$ cat config.mk
export PLATFORM = sky130hd
export DESIGN_NAME = preadd_macc_frame_flat
export DESIGN_NICKNAME = d
export VERILOG_FILES = /design/src/rtl/preadd_macc_frame_if.sv /design/src/rtl/preadd_macc_frame.sv /design/src/flat_wrapper.sv
export SDC_FILE = /design/constraint.sdc
export NUM_CORES = 2
export LEC_CHECK = 0
export CORE_ASPECT_RATIO = 0.5
export CORE_MARGIN = 4
export CORE_UTILIZATION = 40
export CTS_CLUSTER_DIAMETER = 150
export DETAILED_ROUTE_END_ITERATION = 12
export HOLD_SLACK_MARGIN = 0.12
export SETUP_SLACK_MARGIN = 0.5
export SKIP_CTS_REPAIR_TIMING = 1
export SYNTH_ARGS = -nofsm -noshare
export SYNTH_HDL_FRONTEND = slang
export SYNTH_SLANG_ARGS = --single-unit
$ cat constraint.sdc
create_clock -name clk -period 6.9 [get_ports clk]
set_input_delay 1.035 -clock clk [delete_from_list [all_inputs] [get_ports clk]]
set_output_delay 1.035 -clock clk [all_outputs]
set_load 0.01 [all_outputs]
$ cat src/rtl/preadd_macc_frame_if.sv
// preadd_macc_frame_if: sample, control and result bundle of the pre-add MACC frame engine.
interface preadd_macc_frame_if #(
  parameter int WIDTH_PREADD = 25,
  parameter int WIDTH_MULTIPLIER = 18,
  parameter int WIDTH_PRODUCT = 48
);
  logic ce;
  logic in_valid;
  logic in_first;
  logic preadd_sub;
  logic signed [WIDTH_PREADD-1:0] preadd1;
  logic signed [WIDTH_PREADD-1:0] preadd2;
  logic signed [WIDTH_MULTIPLIER-1:0] multiplier;
  logic signed [WIDTH_PRODUCT-1:0] load_data;
  logic signed [WIDTH_PRODUCT-1:0] product;
  logic out_valid;
  logic out_ovf;
  modport master (
    output ce, in_valid, in_first, preadd_sub, preadd1, preadd2, multiplier, load_data,
    input  product, out_valid, out_ovf
  );
  modport slave (
    input  ce, in_valid, in_first, preadd_sub, preadd1, preadd2, multiplier, load_data,
    output product, out_valid, out_ovf
  );
endinterface

$ cat src/rtl/preadd_macc_frame.sv
// preadd_macc_frame: (p1 +/- p2) * m accumulated over NUM_TAPS-sample frames seeded by a bias,
// emitting one result pulse per frame with a sticky signed-overflow flag.
module preadd_macc_frame #(
  parameter int WIDTH_PREADD = 25,
  parameter int WIDTH_MULTIPLIER = 18,
  parameter int WIDTH_PRODUCT = 48,
  parameter int NUM_TAPS = 16
) (
  input logic clk,
  input logic rst_n,
  preadd_macc_frame_if.slave bus
);
  localparam int TW = NUM_TAPS > 1 ? $clog2(NUM_TAPS) : 1;
  localparam int PW = WIDTH_PREADD + 1;
  localparam int MW = PW + WIDTH_MULTIPLIER;
  localparam int MSB = WIDTH_PRODUCT - 1;
  localparam logic [TW-1:0] LAST_TAP = TW'(NUM_TAPS - 1);

  logic [TW-1:0] tap, tap_idx;
  logic accept, first, last;
  logic signed [PW-1:0] pre;
  logic s1_v, s1_first, s1_last;
  logic signed [PW-1:0] s1_pre;
  logic signed [WIDTH_MULTIPLIER-1:0] s1_mul;
  logic signed [WIDTH_PRODUCT-1:0] s1_load;
  logic signed [MW-1:0] mul_full;
  logic s2_v, s2_first, s2_last;
  logic signed [WIDTH_PRODUCT-1:0] s2_prod, s2_load;
  logic signed [WIDTH_PRODUCT-1:0] acc, addend, sum, product;
  logic acc_ovf, add_ovf, frame_ovf, out_valid, out_ovf;

  // in_first forces tap 0, so a pending last tap is overridden by the new frame
  always_comb begin
    accept = bus.ce & bus.in_valid;
    tap_idx = bus.in_first ? '0 : tap;
    first = tap_idx == '0;
    last = tap_idx == LAST_TAP;
    pre = bus.preadd_sub ? PW'(bus.preadd1) - PW'(bus.preadd2) : PW'(bus.preadd1) + PW'(bus.preadd2);
    mul_full = MW'(s1_pre) * MW'(s1_mul);
    addend = s2_first ? s2_load : acc;
    sum = addend + s2_prod;
    add_ovf = (addend[MSB] == s2_prod[MSB]) && (sum[MSB] != addend[MSB]);
    frame_ovf = (s2_first ? 1'b0 : acc_ovf) | add_ovf;
  end

  always_ff @(posedge clk or negedge rst_n)
    if (!rst_n) begin
      tap <= '0;
      s1_v <= 1'b0;
      s1_first <= 1'b0;
      s1_last <= 1'b0;
      s1_pre <= '0;
      s1_mul <= '0;
      s1_load <= '0;
      s2_v <= 1'b0;
      s2_first <= 1'b0;
      s2_last <= 1'b0;
      s2_prod <= '0;
      s2_load <= '0;
      acc <= '0;
      acc_ovf <= 1'b0;
      product <= '0;
      out_valid <= 1'b0;
      out_ovf <= 1'b0;
    end else if (bus.ce) begin
      tap <= accept ? (last ? '0 : tap_idx + TW'(1)) : tap;
      s1_v <= accept;
      s1_first <= first;
      s1_last <= last;
      s1_pre <= pre;
      s1_mul <= bus.multiplier;
      s1_load <= bus.load_data;
      s2_v <= s1_v;
      s2_first <= s1_first;
      s2_last <= s1_last;
      s2_prod <= WIDTH_PRODUCT'(mul_full);
      s2_load <= s1_load;
      acc <= s2_v ? sum : acc;
      acc_ovf <= s2_v ? frame_ovf : acc_ovf;
      product <= (s2_v & s2_last) ? sum : product;
      out_ovf <= (s2_v & s2_last) ? frame_ovf : out_ovf;
      out_valid <= s2_v & s2_last;
    end

  assign bus.product = product;
  assign bus.out_valid = out_valid;
  assign bus.out_ovf = out_ovf;
endmodule

$ cat src/flat_wrapper.sv
// flat-port wrapper written by rule: the top's interface ports become plain ports
module preadd_macc_frame_flat 
#(
  parameter int WIDTH_PREADD = 25,
  parameter int WIDTH_MULTIPLIER = 18,
  parameter int WIDTH_PRODUCT = 48,
  parameter int NUM_TAPS = 16
)
  (clk, rst_n, bus_ce, bus_in_valid, bus_in_first, bus_preadd_sub, bus_preadd1, bus_preadd2, bus_multiplier, bus_load_data, bus_product, bus_out_valid, bus_out_ovf);
  preadd_macc_frame_if #(.WIDTH_PREADD(WIDTH_PREADD), .WIDTH_MULTIPLIER(WIDTH_MULTIPLIER), .WIDTH_PRODUCT(WIDTH_PRODUCT)) bus_i ();
  input logic clk;
  input logic rst_n;
  input wire logic [$bits(bus_i.ce)-1:0] bus_ce;
  input wire logic [$bits(bus_i.in_valid)-1:0] bus_in_valid;
  input wire logic [$bits(bus_i.in_first)-1:0] bus_in_first;
  input wire logic [$bits(bus_i.preadd_sub)-1:0] bus_preadd_sub;
  input wire logic [$bits(bus_i.preadd1)-1:0] bus_preadd1;
  input wire logic [$bits(bus_i.preadd2)-1:0] bus_preadd2;
  input wire logic [$bits(bus_i.multiplier)-1:0] bus_multiplier;
  input wire logic [$bits(bus_i.load_data)-1:0] bus_load_data;
  output wire logic [$bits(bus_i.product)-1:0] bus_product;
  output wire logic [$bits(bus_i.out_valid)-1:0] bus_out_valid;
  output wire logic [$bits(bus_i.out_ovf)-1:0] bus_out_ovf;
  assign bus_i.ce = bus_ce;
  assign bus_i.in_valid = bus_in_valid;
  assign bus_i.in_first = bus_in_first;
  assign bus_i.preadd_sub = bus_preadd_sub;
  assign bus_i.preadd1 = bus_preadd1;
  assign bus_i.preadd2 = bus_preadd2;
  assign bus_i.multiplier = bus_multiplier;
  assign bus_i.load_data = bus_load_data;
  assign bus_product = bus_i.product;
  assign bus_out_valid = bus_i.out_valid;
  assign bus_out_ovf = bus_i.out_ovf;
  preadd_macc_frame #(.WIDTH_PREADD(WIDTH_PREADD), .WIDTH_MULTIPLIER(WIDTH_MULTIPLIER), .WIDTH_PRODUCT(WIDTH_PRODUCT), .NUM_TAPS(NUM_TAPS)) u_core (.clk(clk), .rst_n(rst_n), .bus(bus_i));
endmodule
==> impl_metrics.json <==
{
  "status": "finished clean",
  "dpl_worst_slack_ns": 0.1678,
  "die_x_um": 407.8,
  "layout.nets": 4255,
  "timing.rr.end": "u_core.s2_prod[28]",
  "place_congestion": 0.9208,
  "ant_nets": 0,
  "drt-initial-drc-count": 1580,
  "skew_ns": 0.02709,
  "synth_cells": 3315,
  "end_kind": "register",
  "fin_hold_ws_ns": 0.4499,
  "finalHoldViolCount": 0,
  "antenna_found_initial": 2,
  "fmax_mhz": 157.7,
  "cts_tree": "built",
  "holdCritPathClass": "primary input to async pin",
  "track_usage_pct": 19.70,
  "drv_cap": 0,
  "syn2layout_area_growth_pct": 15.93,
  "cts_buffers": 31,
  "grt_pass1_vias": 23530,
  "grt_max_degree": 134,
  "grt_pass1_wl_um": 134200,
  "clkSinkCount": 293,
  "clkTransAtPathRegs_ns": 0.07,
  "dpl_cell_area_um2": 34910,
  "die_y_um": 207.9,
  "rrSetupSlack_ns": 0.56,
  "root_buffer": "clkbuf_16",
  "drive_gt1_share_pct": 15.70,
  "netlist_area_um2": 31970,
  "grt_overflow_total": 0,
  "die_area_um2": 84790,
  "num_vias": 23110,
  "crit_type": "register to register",
  "async_flop_share_pct": 100.0,
  "fp-row-count": 72,
  "layout_min_cycle_time_ns": 6.340,
  "antennaDiodeCount": 0,
  "synth_cell_types": 74,
  "seq_area_frac_synth_pct": 22.93,
  "synth_edf_count": 0,
  "drv_slew": 0,
  "via_per_inst": 5.078,
  "critPathMaxFanout": 6,
  "htreeDepth": 1,
  "rsz0062_at_grt": "true",
  "initial_core_util_pct": 40.88,
  "io_pins": 172,
  "fillerInstances": 7331,
  "remaining_drc_errors": 0,
  "ys_seq_elements": 293,
  "fin_area_um2": 37060,
  "yosysWarnings": 0,
  "tns_ns": 0,
  "clockBufferDepth": 3,
  "insertion_delay_ns": 0.62,
  "r2r_cells": 23,
  "worstMarginPinSlew_ns": 0.9310,
  "avgRoutedWirePerCell_um": 18.66,
  "period_share_pct": 91.88,
  "syn_area_per_cell_um2": 9.644,
  "core_um2": 78200,
  "synth_fp_nets": 4080,
  "totalWireLength_um": 84910,
  "hpwl_um": 67720,
  "critPathRequiredTime_ns": 7.41,
  "r2r-start": "u_core.s1_mul[3]",
  "worstSetupStartpointType": "register",
  "fin_ws_ns": 0.5604,
  "first_pass_iters": 5,
  "port_buffers": 171,
  "relSlewSlack_pct": 37.93,
  "ys.flop_type": "dfrtp_1",
  "finalSetupViolCount": 0,
  "arrival_ns": 6.85
}
worst max-delay path, stage by stage, from the launching register on:
cell and delay [ns]:
dfrtp_2 0.43, clkbuf_2 0.19, nand2_1 0.11, fa_1 0.62
fa_1 0.46, fa_1 0.50, inv_1 0.05, fa_1 0.48
fa_1 0.64, inv_2 0.05, fa_1 0.50, inv_1 0.05
ha_2 0.18, a21o_1 0.18, a21o_1 0.15, a21o_1 0.17
a211o_1 0.25, a31oi_1 0.18, buf_4 0.20, o21bai_4 0.07
a31o_2 0.24, a21oi_2 0.14, xnor2_1 0.11, mux2_4 0.27
cell type report:
| cell class | instances | area [um^2] | share of cell area [%] |
|---|---|---|---|
| clock inverters | 18 | 220.2 | 0.5942 |
| clock buffers | 40 | 859.6 | 2.319 |
| inverters | 557 | 2095 | 5.651 |
| multi-input cells | 2295 | 22270 | 60.09 |
| flip-flops and latches | 293 | 7391 | 19.94 |
| repair buffers | 312 | 2932 | 7.910 |
| well taps | 1036 | 1296 | 3.497 |
stage by stage:
stage | cells | util, %
floorplan | 3315 | -
global placement | 4425 | 44.65
detailed placement | 4425 | 44.65
CTS | 4483 | 46.03
global route | 4551 | 47.40
finish | 4551 | 47.40
per-layer routing:
layer	global-route usage, %	wire, um	vias to the layer above
met2	28.34	35040	702
met1	30.33	41400	11520
met3	5.154	7108	85
li1	-	-	10800
met4	2.734	1353	4
met5	0	14	-
cells in the final DEF, fill, tap and decap left out, types with 6 or more instances in the layout:
cell,count
a211oi_1,13
buf_6,6
fa_1,437
o21a_1,12
fa_2,22
clkbuf_8,6
ha_2,6
xnor2_1,97
buf_4,118
nand4_1,19
o31ai_1,7
o21ai_0,141
and2_1,172
dfrtp_2,35
ha_1,171
nand3_1,21
o211ai_1,8
clkbuf_16,31
a21oi_1,101
dfrtp_1,254
nand2_1,437
a31oi_1,14
o21bai_1,20
a21o_1,60
nor2b_1,14
xor2_1,35
ha_4,7
buf_12,11
a21oi_2,13
clkdlybuf4s50_1,169
nor2_1,89
and3_1,6
nor3_1,28
inv_2,8
inv_1,547
o21ai_1,7
nand2b_1,17
mux2_2,215
worst max-delay path by stage:
stage | from | to | slack (ns) | cells after the start
finish | u_core.s1_mul[3] | u_core.s2_prod[28] | 0.56 | 23
global route | u_core.s1_mul[3] | u_core.s2_prod[28] | 0.34 | 23
CTS | u_core.s1_mul[3] | u_core.s2_prod[38] | 0.15 | 22
detailed placement | u_core.s1_mul[6] | u_core.s2_prod[38] | 0.17 | 23
global placement | u_core.s1_mul[3] | u_core.s2_prod[38] | 0.24 | 22
floorplan | u_core.s1_mul[1] | u_core.s2_prod[42] | 0.51 | 23
state kept, by name, summed over array words and instances, names as in the netlist:
name / count
u_core.tap: 4
u_core.bus.product: 48
u_core.s2_v: 1
u_core.s1_v: 1
u_core.s2_last: 1
u_core.bus.out_valid: 1
u_core.s1_last: 1
u_core.acc: 48
u_core.s1_mul: 18
u_core.s2_load: 48
u_core.s1_pre: 26
u_core.bus.out_ovf: 1
u_core.s2_first: 1
u_core.s1_load: 48
u_core.acc_ovf: 1
u_core.s2_prod: 44
u_core.s1_first: 1
kinds of logic after synthesis:
kind of cell	after synthesis	synth area share [%]
simple gates	844	12.31
compound gates	456	8.923
buf+inv	727	8.540
mux	220	7.734
flops	293	22.93
xor+xnor	132	3.616
fa+ha+maj	643	35.94
Yosys cell counts (4+ instances only):
master,count,area share (%)
nor4_1,4,0.078
o21a_1,12,0.28
nand2b_1,17,0.33
mux2_2,216,7.6
or4_1,4,0.094
fa_1,459,29
clkbuf_1,167,2.0
nand2_1,441,5.2
a211o_1,4,0.11
a21o_1,60,1.4
nor2b_1,14,0.27
a41oi_1,4,0.11
nor2_1,92,1.1
or2_2,5,0.098
ha_1,184,7.2
nand4_1,19,0.37
xnor2_1,97,2.7
inv_1,556,6.5
nand3_1,22,0.34
a31oi_1,14,0.27
o21ai_0,146,2.3
and2_1,174,3.4
o31ai_1,10,0.23
nor3_1,28,0.44
o211ai_1,8,0.19
a211oi_1,13,0.31
mux2i_1,4,0.13
or3_1,4,0.078
o21ai_1,6,0.094
a21oi_1,113,1.8
xor2_1,35,0.96
dfrtp_1,293,23
o21bai_1,22,0.52
and3_1,8,0.16
Power is not shown: default switching activity piles up to over one toggle a cycle in this logic, so the estimate is an artifact.
